`src/rtl/boot_sequencer_if.sv`:
```
// Memory read port used by the boot sequencer to fetch the reset vector.
//   mem_addr  : read address (sequencer -> memory)
//   mem_rd    : read request, held until acknowledged or abandoned
//   mem_rdata : read data, meaningful only while mem_ack is high
//   mem_ack   : read acknowledge; may coincide with the first mem_rd cycle
// master = sequencer side, slave = memory side.
interface boot_sequencer_if;
  logic [15:0] mem_addr;
  logic        mem_rd;
  logic [15:0] mem_rdata;
  logic        mem_ack;

  modport master (
    output mem_addr,
    output mem_rd,
    input  mem_rdata,
    input  mem_ack
  );

  modport slave (
    input  mem_addr,
    input  mem_rd,
    output mem_rdata,
    output mem_ack
  );
endinterface

```
`src/rtl/boot_sequencer.sv`:
```
// Reset/boot front end for the MSP430 pipeline.
// Holds the pipeline in reset, fetches the reset vector over a req/ack read,
// validates it (falls back to DEFAULT_VEC on a bad or missing vector) and then
// releases the pipeline. A software/watchdog request in RUN restarts the sequence.
// Ports:
//   clk        : clock, rising edge
//   rst        : synchronous reset, active low
//   sw_rst_req : restart request pulse, honoured only in RUN
//   mem        : vector read port (boot_sequencer_if.master)
//   pipe_rst   : active-high reset to the pipeline
//   RST_VEC    : reset vector handed to the pipeline
//   reg_SP_in  : initial stack pointer (SP_INIT)
//   reg_SR_in  : initial status register (SR_INIT)
//   boot_done  : high while in RUN
//   boot_fault : DEFAULT_VEC was substituted in this sequence
module boot_sequencer #(
  parameter int unsigned HOLD_CYCLES = 4,
  parameter int unsigned TIMEOUT     = 16,
  parameter int unsigned MAX_RETRY   = 2,
  parameter logic [15:0] VEC_ADDR    = 16'hFFFE,
  parameter logic [15:0] DEFAULT_VEC = 16'hC000,
  parameter logic [15:0] SP_INIT     = 16'h0400,
  parameter logic [15:0] SR_INIT     = 16'h0000
) (
  input  logic                   clk,
  input  logic                   rst,
  input  logic                   sw_rst_req,
  boot_sequencer_if.master       mem,
  output logic                   pipe_rst,
  output logic [15:0]            RST_VEC,
  output logic [15:0]            reg_SP_in,
  output logic [15:0]            reg_SR_in,
  output logic                   boot_done,
  output logic                   boot_fault
);

  localparam int unsigned HOLD_W  = (HOLD_CYCLES < 1) ? 1 : $clog2(HOLD_CYCLES + 1);
  localparam int unsigned TO_W    = (TIMEOUT < 2) ? 1 : $clog2(TIMEOUT);
  localparam int unsigned RETRY_W = (MAX_RETRY < 1) ? 1 : $clog2(MAX_RETRY + 1);

  typedef enum logic [2:0] {
    S_HOLD,
    S_REQ,
    S_WAIT,
    S_CHECK,
    S_RUN
  } state_e;

  state_e               state_q, state_d;
  logic [HOLD_W-1:0]    hold_cnt_q, hold_cnt_d;
  logic [TO_W-1:0]      to_cnt_q, to_cnt_d;
  logic [RETRY_W-1:0]   retry_q, retry_d;
  logic [15:0]          data_q, data_d;
  logic                 pipe_rst_q, pipe_rst_d;
  logic                 mem_rd_q, mem_rd_d;
  logic [15:0]          rst_vec_q, rst_vec_d;
  logic                 done_q, done_d;
  logic                 fault_q, fault_d;
  logic [15:0]          mem_addr_q;
  logic [15:0]          sp_q;
  logic [15:0]          sr_q;
  logic                 vec_bad;

  // Odd vectors cannot be fetched; all-zeros / all-ones means erased flash.
  assign vec_bad = data_q[0] || (data_q == '0) || (data_q == '1);

  always_comb begin
    state_d    = state_q;
    hold_cnt_d = hold_cnt_q;
    to_cnt_d   = to_cnt_q;
    retry_d    = retry_q;
    data_d     = data_q;
    pipe_rst_d = pipe_rst_q;
    mem_rd_d   = mem_rd_q;
    rst_vec_d  = rst_vec_q;
    done_d     = done_q;
    fault_d    = fault_q;

    unique case (state_q)
      S_HOLD: begin
        pipe_rst_d = 1'b1;
        if (hold_cnt_q == HOLD_W'(HOLD_CYCLES - 1)) begin
          hold_cnt_d = '0;
          state_d    = S_REQ;
        end else begin
          hold_cnt_d = hold_cnt_q + HOLD_W'(1);
        end
      end

      S_REQ: begin
        mem_rd_d = 1'b1;
        to_cnt_d = '0;
        state_d  = S_WAIT;
      end

      S_WAIT: begin
        // Ack is tested first so an ack in the timeout cycle still wins.
        if (mem.mem_ack) begin
          data_d   = mem.mem_rdata;
          mem_rd_d = 1'b0;
          state_d  = S_CHECK;
        end else if (to_cnt_q == TO_W'(TIMEOUT - 1)) begin
          mem_rd_d = 1'b0;
          if (retry_q < RETRY_W'(MAX_RETRY)) begin
            retry_d = retry_q + RETRY_W'(1);
            state_d = S_REQ;
          end else begin
            fault_d    = 1'b1;
            rst_vec_d  = DEFAULT_VEC;
            pipe_rst_d = 1'b0;
            done_d     = 1'b1;
            state_d    = S_RUN;
          end
        end else begin
          to_cnt_d = to_cnt_q + TO_W'(1);
        end
      end

      S_CHECK: begin
        if (vec_bad) begin
          rst_vec_d = DEFAULT_VEC;
          fault_d   = 1'b1;
        end else begin
          rst_vec_d = data_q;
        end
        pipe_rst_d = 1'b0;
        done_d     = 1'b1;
        state_d    = S_RUN;
      end

      S_RUN: begin
        // RST_VEC is deliberately left alone so it stays valid until the
        // next CHECK or fault overwrites it.
        if (sw_rst_req) begin
          pipe_rst_d = 1'b1;
          done_d     = 1'b0;
          fault_d    = 1'b0;
          hold_cnt_d = '0;
          to_cnt_d   = '0;
          retry_d    = '0;
          state_d    = S_HOLD;
        end
      end

      default: begin
        state_d = S_HOLD;
      end
    endcase
  end

  always_ff @(posedge clk) begin
    mem_addr_q <= VEC_ADDR;
    sp_q       <= SP_INIT;
    sr_q       <= SR_INIT;
    if (!rst) begin
      state_q    <= S_HOLD;
      hold_cnt_q <= '0;
      to_cnt_q   <= '0;
      retry_q    <= '0;
      data_q     <= '0;
      pipe_rst_q <= 1'b1;
      mem_rd_q   <= 1'b0;
      rst_vec_q  <= DEFAULT_VEC;
      done_q     <= 1'b0;
      fault_q    <= 1'b0;
    end else begin
      state_q    <= state_d;
      hold_cnt_q <= hold_cnt_d;
      to_cnt_q   <= to_cnt_d;
      retry_q    <= retry_d;
      data_q     <= data_d;
      pipe_rst_q <= pipe_rst_d;
      mem_rd_q   <= mem_rd_d;
      rst_vec_q  <= rst_vec_d;
      done_q     <= done_d;
      fault_q    <= fault_d;
    end
  end

  assign mem.mem_addr = mem_addr_q;
  assign mem.mem_rd   = mem_rd_q;
  assign pipe_rst     = pipe_rst_q;
  assign RST_VEC      = rst_vec_q;
  assign reg_SP_in    = sp_q;
  assign reg_SR_in    = sr_q;
  assign boot_done    = done_q;
  assign boot_fault   = fault_q;

endmodule

```
`src/flat_wrapper.sv`:
```
// flat-port wrapper written by rule: the top's interface ports become plain ports
module boot_sequencer_flat 
#(
  parameter int unsigned HOLD_CYCLES = 4,
  parameter int unsigned TIMEOUT     = 16,
  parameter int unsigned MAX_RETRY   = 2,
  parameter logic [15:0] VEC_ADDR    = 16'hFFFE,
  parameter logic [15:0] DEFAULT_VEC = 16'hC000,
  parameter logic [15:0] SP_INIT     = 16'h0400,
  parameter logic [15:0] SR_INIT     = 16'h0000
)
  (clk, rst, sw_rst_req, pipe_rst, RST_VEC, reg_SP_in, reg_SR_in, boot_done, boot_fault, mem_mem_addr, mem_mem_rd, mem_mem_rdata, mem_mem_ack);
  boot_sequencer_if mem_i ();
  input  logic clk;
  input  logic rst;
  input  logic sw_rst_req;
  output logic pipe_rst;
  output logic [15:0] RST_VEC;
  output logic [15:0] reg_SP_in;
  output logic [15:0] reg_SR_in;
  output logic boot_done;
  output logic boot_fault;
  output wire logic [$bits(mem_i.mem_addr)-1:0] mem_mem_addr;
  output wire logic [$bits(mem_i.mem_rd)-1:0] mem_mem_rd;
  input wire logic [$bits(mem_i.mem_rdata)-1:0] mem_mem_rdata;
  input wire logic [$bits(mem_i.mem_ack)-1:0] mem_mem_ack;
  assign mem_mem_addr = mem_i.mem_addr;
  assign mem_mem_rd = mem_i.mem_rd;
  assign mem_i.mem_rdata = mem_mem_rdata;
  assign mem_i.mem_ack = mem_mem_ack;
  boot_sequencer #(.HOLD_CYCLES(HOLD_CYCLES), .TIMEOUT(TIMEOUT), .MAX_RETRY(MAX_RETRY), .VEC_ADDR(VEC_ADDR), .DEFAULT_VEC(DEFAULT_VEC), .SP_INIT(SP_INIT), .SR_INIT(SR_INIT)) u_core (.clk(clk), .rst(rst), .sw_rst_req(sw_rst_req), .mem(mem_i), .pipe_rst(pipe_rst), .RST_VEC(RST_VEC), .reg_SP_in(reg_SP_in), .reg_SR_in(reg_SR_in), .boot_done(boot_done), .boot_fault(boot_fault));
endmodule
```
`config.mk`:
```
export PLATFORM = sky130hd
export DESIGN_NAME = boot_sequencer_flat
export DESIGN_NICKNAME = d
export VERILOG_FILES = /design/src/rtl/boot_sequencer_if.sv /design/src/rtl/boot_sequencer.sv /design/src/flat_wrapper.sv
export SDC_FILE = /design/constraint.sdc
export NUM_CORES = 1
export LEC_CHECK = 0
export CORE_UTILIZATION = 25
export CTS_BUF_LIST = sky130_fd_sc_hd__clkbuf_8 sky130_fd_sc_hd__clkbuf_16
export CTS_CLUSTER_SIZE = 24
export DETAILED_ROUTE_END_ITERATION = 8
export PLACE_DENSITY_LB_ADDON = 0.08
export SYNTH_ARGS = -nofsm -noshare
export SYNTH_HDL_FRONTEND = slang
export SYNTH_SLANG_ARGS = --single-unit
```
`constraint.sdc`:
```
create_clock -name clk -period 3.3 [get_ports clk]
set_input_delay 0.33 -clock clk [delete_from_list [all_inputs] [get_ports clk]]
set_output_delay 0.33 -clock clk [all_outputs]
set_load 0.01 [all_outputs]
```
==> reports/results.ini, run 1 <==
[status]
outcome=finished clean

[global_route]
grt_overflow=0
grt_max_degree=38
grt_antenna_before_repair=0
grt_usage_pct=11.1
grt_pass1_wl_um=8500
first_global_vias=1561

[critical_path]
end_kind=register
path_max_fanout=16
critPathArrivalTime_ns=2.28
crit_type=register to register
start_kind=register
crit_required_ns=3.51

[clock_tree]
cts_resized=0
cts_buffers=5
cts.sinks=48
root_buffer=clkbuf_8
cts_tree=yes
clkTransAtPathRegs_ns=0.09
cts_hold_buf=0
cts_htree_levels=2
cts_setup_buffers=0
clk_latency_ns=0.31
clockBufferDepth=2

[die]
die_width_um=101
rows=35
initial_utilization_pct=26.1
dieHeight_um=101
top_level_ports=88
core_mm2=0.00937
die_area_mm2=0.0102

[route]
dr.max_layer_used=met4
final_antenna_net_count=0
wire_per_inst_um=12.4
met3_length_um=221
dr_total_vias=1760
routed_wl_um=5400
wl_met1_um=2760
drc=0
drtIter0Drc=101
firstDrtPassIters=4
wl_met2_um=2330
via_per_inst=4.03

[sta]
clock_skew_ns=0.00479
min_period_ns=2.07
slew_headroom_pct=45.7
fin_setup_tns_ns=0
slew_viol_final=0
finalSetupViolCount=0
tightest_slew_ns=0.795
rsz0062_at_grt=no
min_period_over_period_pct=62.8
hold_viol_final=0
fmax_ghz=0.483

[final_layout]
nFillCells=1029
layout_common_cells=48 x conb_1, 48 x dfxtp_1, 43 x nand2_1
area_growth_pct=16.2
final_area_mm2=0.00285
final_layout_size_suffix_gt1_share_pct=5.84
antennaDiodeCount=0
fin_nets=329

[placed_design]
place_congestion=0.740
placed_area_mm2=0.00275
port_buffers=39
dpl.hpwl_um=3790

[synthesis]
synth-edff-count=0
syn_inst=276
netlist_area_mm2=0.00245
syn_area_per_cell_um2=8.87
synth-async-reset-ratio_pct=0
synthDistinctLibCells=44
ys_ff_latch=48
ys_seq_area_share_pct=39.2
synth_flop_cell=dfxtp_1
yosysWarningCount=0

[run]
cap_violations=0

[min_path]
hp-class=register to register

[power]
p_leak_nw=1.06
ir_worst_vdd_v=0.000149
power.total_mw=1.49
power.density_mw_per_mm2=523

## through the flow
step           hold WS [ns]  setup WS [ns]  util (%)  cells
2_1_floorplan         0.445           1.78         -    322
3_3_place_gp          0.455           1.20      29.3    429
3_5_place_dp          0.460           1.17      29.3    429
4_1_cts               0.475           1.19      30.4    437
5_1_grt               0.497          0.972      30.4    437
6_report              0.470           1.23      30.4    437
## final timing paths
check / startpoint / to / slack, ns / depth (start not counted)
hold / removal: u_core.boot_done$_SDFFE_PN0P_ / u_core.boot_done$_SDFFE_PN0P_ / 0.47 / 2
hold reg to reg: u_core.boot_done$_SDFFE_PN0P_ / u_core.boot_done$_SDFFE_PN0P_ / 0.47 / 2
setup reg to reg: u_core.state_q[1]$_SDFFE_PN0P_ / u_core.boot_fault$_SDFFE_PN0P_ / 1.23 / 4
setup / recovery: u_core.state_q[1]$_SDFFE_PN0P_ / u_core.boot_fault$_SDFFE_PN0P_ / 1.23 / 4
## cells in the mapped netlist, drive strengths merged (2+ instances only)
master | count | share of area (%)
a21oi | 4 | 0.82
clkbuf | 6 | 0.92
nand3b | 2 | 0.61
nand3 | 4 | 0.82
o22ai | 2 | 0.51
and3 | 4 | 1.0
dfxtp | 48 | 39
o211a | 3 | 1.2
conb | 2 | 0.31
a22oi | 14 | 4.3
nand2 | 43 | 6.6
o21ai | 5 | 1.0
ha | 2 | 1.0
nor4 | 5 | 1.3
a32o | 2 | 0.82
o221a | 2 | 0.92
nor2 | 8 | 1.2
a2111oi | 2 | 0.97
a31oi | 2 | 1.1
nor2b | 18 | 4.6
buf | 56 | 17
nor3b | 3 | 1.6
a21boi | 18 | 5.5
inv | 7 | 1.1
## state kept, by name, summed over array words and instances (netlist names)
register and flops:
u_core.boot_done 1, u_core.to_cnt_q 4, u_core.data_q 16, u_core.pipe_rst 1, u_core.state_q 3, u_core.mem.mem_rd 1, u_core.hold_cnt_q 3, u_core.boot_fault 1
u_core.RST_VEC 16, u_core.retry_q 2
## final cells by class
cell class | instances | area, um^2 | area share (%)
inverter | 7 | 26.3 | 0.923
clock inverter | 2 | 15.0 | 0.528
timing repair buffer | 40 | 398 | 14.0
tap | 129 | 161 | 5.67
clock buffer | 6 | 82.6 | 2.90
multi-input combinational | 205 | 1200 | 42.2
sequential | 48 | 961 | 33.8
## worst max-delay path, cell delays in order, from the launching register on
cell,delay (ns)
dfxtp_1,0.61
and2b_1,0.32
nor3b_4,0.66
a21oi_1,0.16
o211a_1,0.22
## layer usage
layer	up-vias	GRT usage (%)
met4	0	4.35
li1	911	-
met5	-	0
met3	7	2.29
met2	61	16.9
met1	781	15.3
## cells by family after synthesis
family / share of synthesized area (%)
AND/OR/NAND/NOR: 21.0
AO/OA/AOI/OAI: 19.3
other: 0.307
buffers and inverters: 18.8
adder cells (fa/ha/maj): 1.02
multiplexers: 0.409
flip-flops: 39.2
## power by group
part	switching (mW)	internal, mW
Clock	0.211	0.170
Sequential	0.0724	0.631
Combinational	0.245	0.159
No activity file was read; power rests on OpenSTA's default activity.
==> run 2, diff against run 1 <==
clock period = 1.76 ns   (was 3.3 ns; I/O delays follow)
==> reports/results.ini, run 2 (synthesized netlist as in run 1, its figures left out) <==
[sta]
fmax_ghz=0.616  ; +28%
min_period_over_period_pct=92.3  ; +30 points
timing.hold.ws_ns=0.406  ; -0.0636 ns
rsz0062_at_grt=no
hold_viol_final=0  ; unchanged
finalSetupViolCount=0  ; unchanged
fin_ws_ns=0.135  ; -1.09 ns
clock_skew_ns=0.0123  ; +0.00750 ns
min_period_ns=1.62  ; -0.447 ns
slew_viol_final=0  ; unchanged

[clock_tree]
root_buffer=clkbuf_8
cts_buffers=5  ; unchanged
cts.sinks=48  ; unchanged
clkTransAtPathRegs_ns=0.10  ; about the same
cts_tree=yes
cts_hold_buf=0  ; unchanged
cts_htree_levels=2  ; unchanged
clk_latency_ns=0.30  ; about the same
clockBufferDepth=2  ; unchanged

[min_path]
hp-start=mem_mem_rdata[10]
hold_depth=3  ; +1
hold_path_end=u_core.data_q[10]$_SDFFE_PN0P_
hp-class=input port to register

[global_route]
grt_usage_pct=11.3  ; +0.25 points
grt_antenna_before_repair=0  ; unchanged
grt_pass1_wl_um=8690  ; +2.3%
grt_max_degree=49  ; +29%
grt_overflow=0  ; unchanged
first_global_vias=1657  ; +6.1%

[critical_path]
crit_chain=buf_4 > nor4b_2 > o311ai_4 > nand3b_1 > a2111oi_2
crit_type=register to register
path_max_fanout=6  ; -10
worstReg2RegStart=u_core.state_q[1]$_SDFFE_PN0P_
crit_required_ns=1.96  ; -1.55 ns
slowest_stage=dfxtp_1
critical_path.max_stage_delay_ns=0.36  ; -0.30 ns
cp_top_family=compound AO/OA/AOI/OAI gates
ff2ff_setup_slack_ns=0.14  ; -1.09 ns
end_kind=register
crit_buf_inv=1  ; +1
r2r-end=u_core.state_q[0]$_SDFFE_PN0P_
critPathArrivalTime_ns=1.82  ; -0.46 ns
reg2reg_depth=5  ; +1
start_kind=register

[final_layout]
final_layout_size_suffix_gt1_share_pct=12.0  ; +6.1 points
fin_nets=347  ; +5.5%
layout_common_cells=48 x conb_1, 48 x dfxtp_1, 43 x nand2_1
area_growth_pct=25.2
antennaDiodeCount=0  ; unchanged

[route]
met3_length_um=216  ; -2.3%
drtIter0Drc=51  ; -50%
wire_per_inst_um=12.1  ; -2.1%
wl_met1_um=2710  ; -1.8%
dr.max_layer_used=met4
wl_met2_um=2520  ; +8.3%
drc=0  ; unchanged
via_per_inst=4.09  ; +1.6%
final_antenna_net_count=0  ; unchanged
firstDrtPassIters=4  ; unchanged
dr_total_vias=1861  ; +5.7%
routed_wl_um=5510  ; +1.9%

[die]
initial_utilization_pct=26.1  ; unchanged
rows=35  ; unchanged
dieHeight_um=101  ; unchanged
die_area_mm2=0.0102  ; unchanged
top_level_ports=88  ; unchanged
core_mm2=0.00937  ; unchanged
die_width_um=101  ; unchanged

[run]
cap_violations=0  ; unchanged

[status]
outcome=finished clean

[placed_design]
port_buffers=39  ; unchanged
place_congestion=0.701  ; -5.4%
dpl_worst_slack_ns=-0.00851  ; -1.18 ns
dpl.hpwl_um=3900  ; +2.9%

[power]
p_leak_nw=1.19  ; +12%
power.density_mw_per_mm2=1020  ; +95%
ir_worst_vdd_v=0.000513  ; +240%

-- run 2: cell count changes in the layout (fill, tap and decap cells not counted), sizes merged --
cell	change
clkinvlp	-2
clkinv	+1
bufinv	+1
buf	+18
-- run 2: layout make-up --
| class | count | area (um^2) |
|---|---|---|
| inverters | 7 | 26.3 |
| flip-flops and latches | 48 | 961 |
| repair buffers | 58 | 583 |
| fillers | 1000 | 6310 |
| clock inverters | 2 | 38.8 |
| clock buffers | 6 | 82.6 |
| multi-input cells | 205 | 1210 |
| well taps | 129 | 161 |
-- run 2: per-layer routing --
layer | track usage (%) | up-vias
met5 | 0 | -
met4 | 4.35 | 0
met3 | 2.64 | 2
met2 | 17.6 | 57
met1 | 15.2 | 852
li1 | - | 950
-- run 2: repair_timing --
item / in CTS / in global routing
resized for setup: 0 / 3
setup buffers: 0 / 1
setup endpoints to repair: 0 / 12
-- run 2: worst max-delay path by stage --
stage / from / endpoint / slack (ns) / cells past startpoint
floorplan: u_core.to_cnt_q[0]$_SDFFE_PN0P_ / u_core.boot_fault$_SDFFE_PN0P_ / 0.24 / 6
global placement: sw_rst_req / u_core.to_cnt_q[2]$_SDFFE_PN0P_ / 0.009 / 4
detailed placement: mem_mem_ack / u_core.to_cnt_q[2]$_SDFFE_PN0P_ / -0.009 / 5
CTS: u_core.state_q[2]$_SDFFE_PN0P_ / u_core.RST_VEC[9]$_SDFFE_PN0P_ / 0.07 / 6
global route: u_core.to_cnt_q[0]$_SDFFE_PN0P_ / u_core.state_q[0]$_SDFFE_PN0P_ / 0.02 / 5
finish: u_core.state_q[1]$_SDFFE_PN0P_ / u_core.state_q[0]$_SDFFE_PN0P_ / 0.14 / 5
-- run 2: where the power goes --
group,switching (mW),internal [mW]
Combinational,0.519,0.457
Clock,0.388,0.465
Sequential,0.106,1.18
-- run 2: metrics by stage --
| stage | setup TNS, ns | std cells | total power [mW] | util (%) | area (um^2) |
|---|---|---|---|---|---|
| global route | 0 | 455 | 3.34 | 32.7 | 3070 |
| CTS | 0 | 454 | 3.17 | 32.5 | 3050 |
| global placement | 0 | 446 | 2.30 | 31.2 | 2930 |
| detailed placement | -0.0142 | 446 | 2.30 | 31.2 | 2930 |
| floorplan | 0 | 322 | 1.97 | - | 2620 |
| finish | 0 | 455 | 3.12 | 32.7 | 3070 |
-- run 2: tightest hold or removal path, stage by stage --
cell and delay, ns:
clkdlybuf4s50_1 0.39, nand2_1 0.05, a21boi_1 0.05
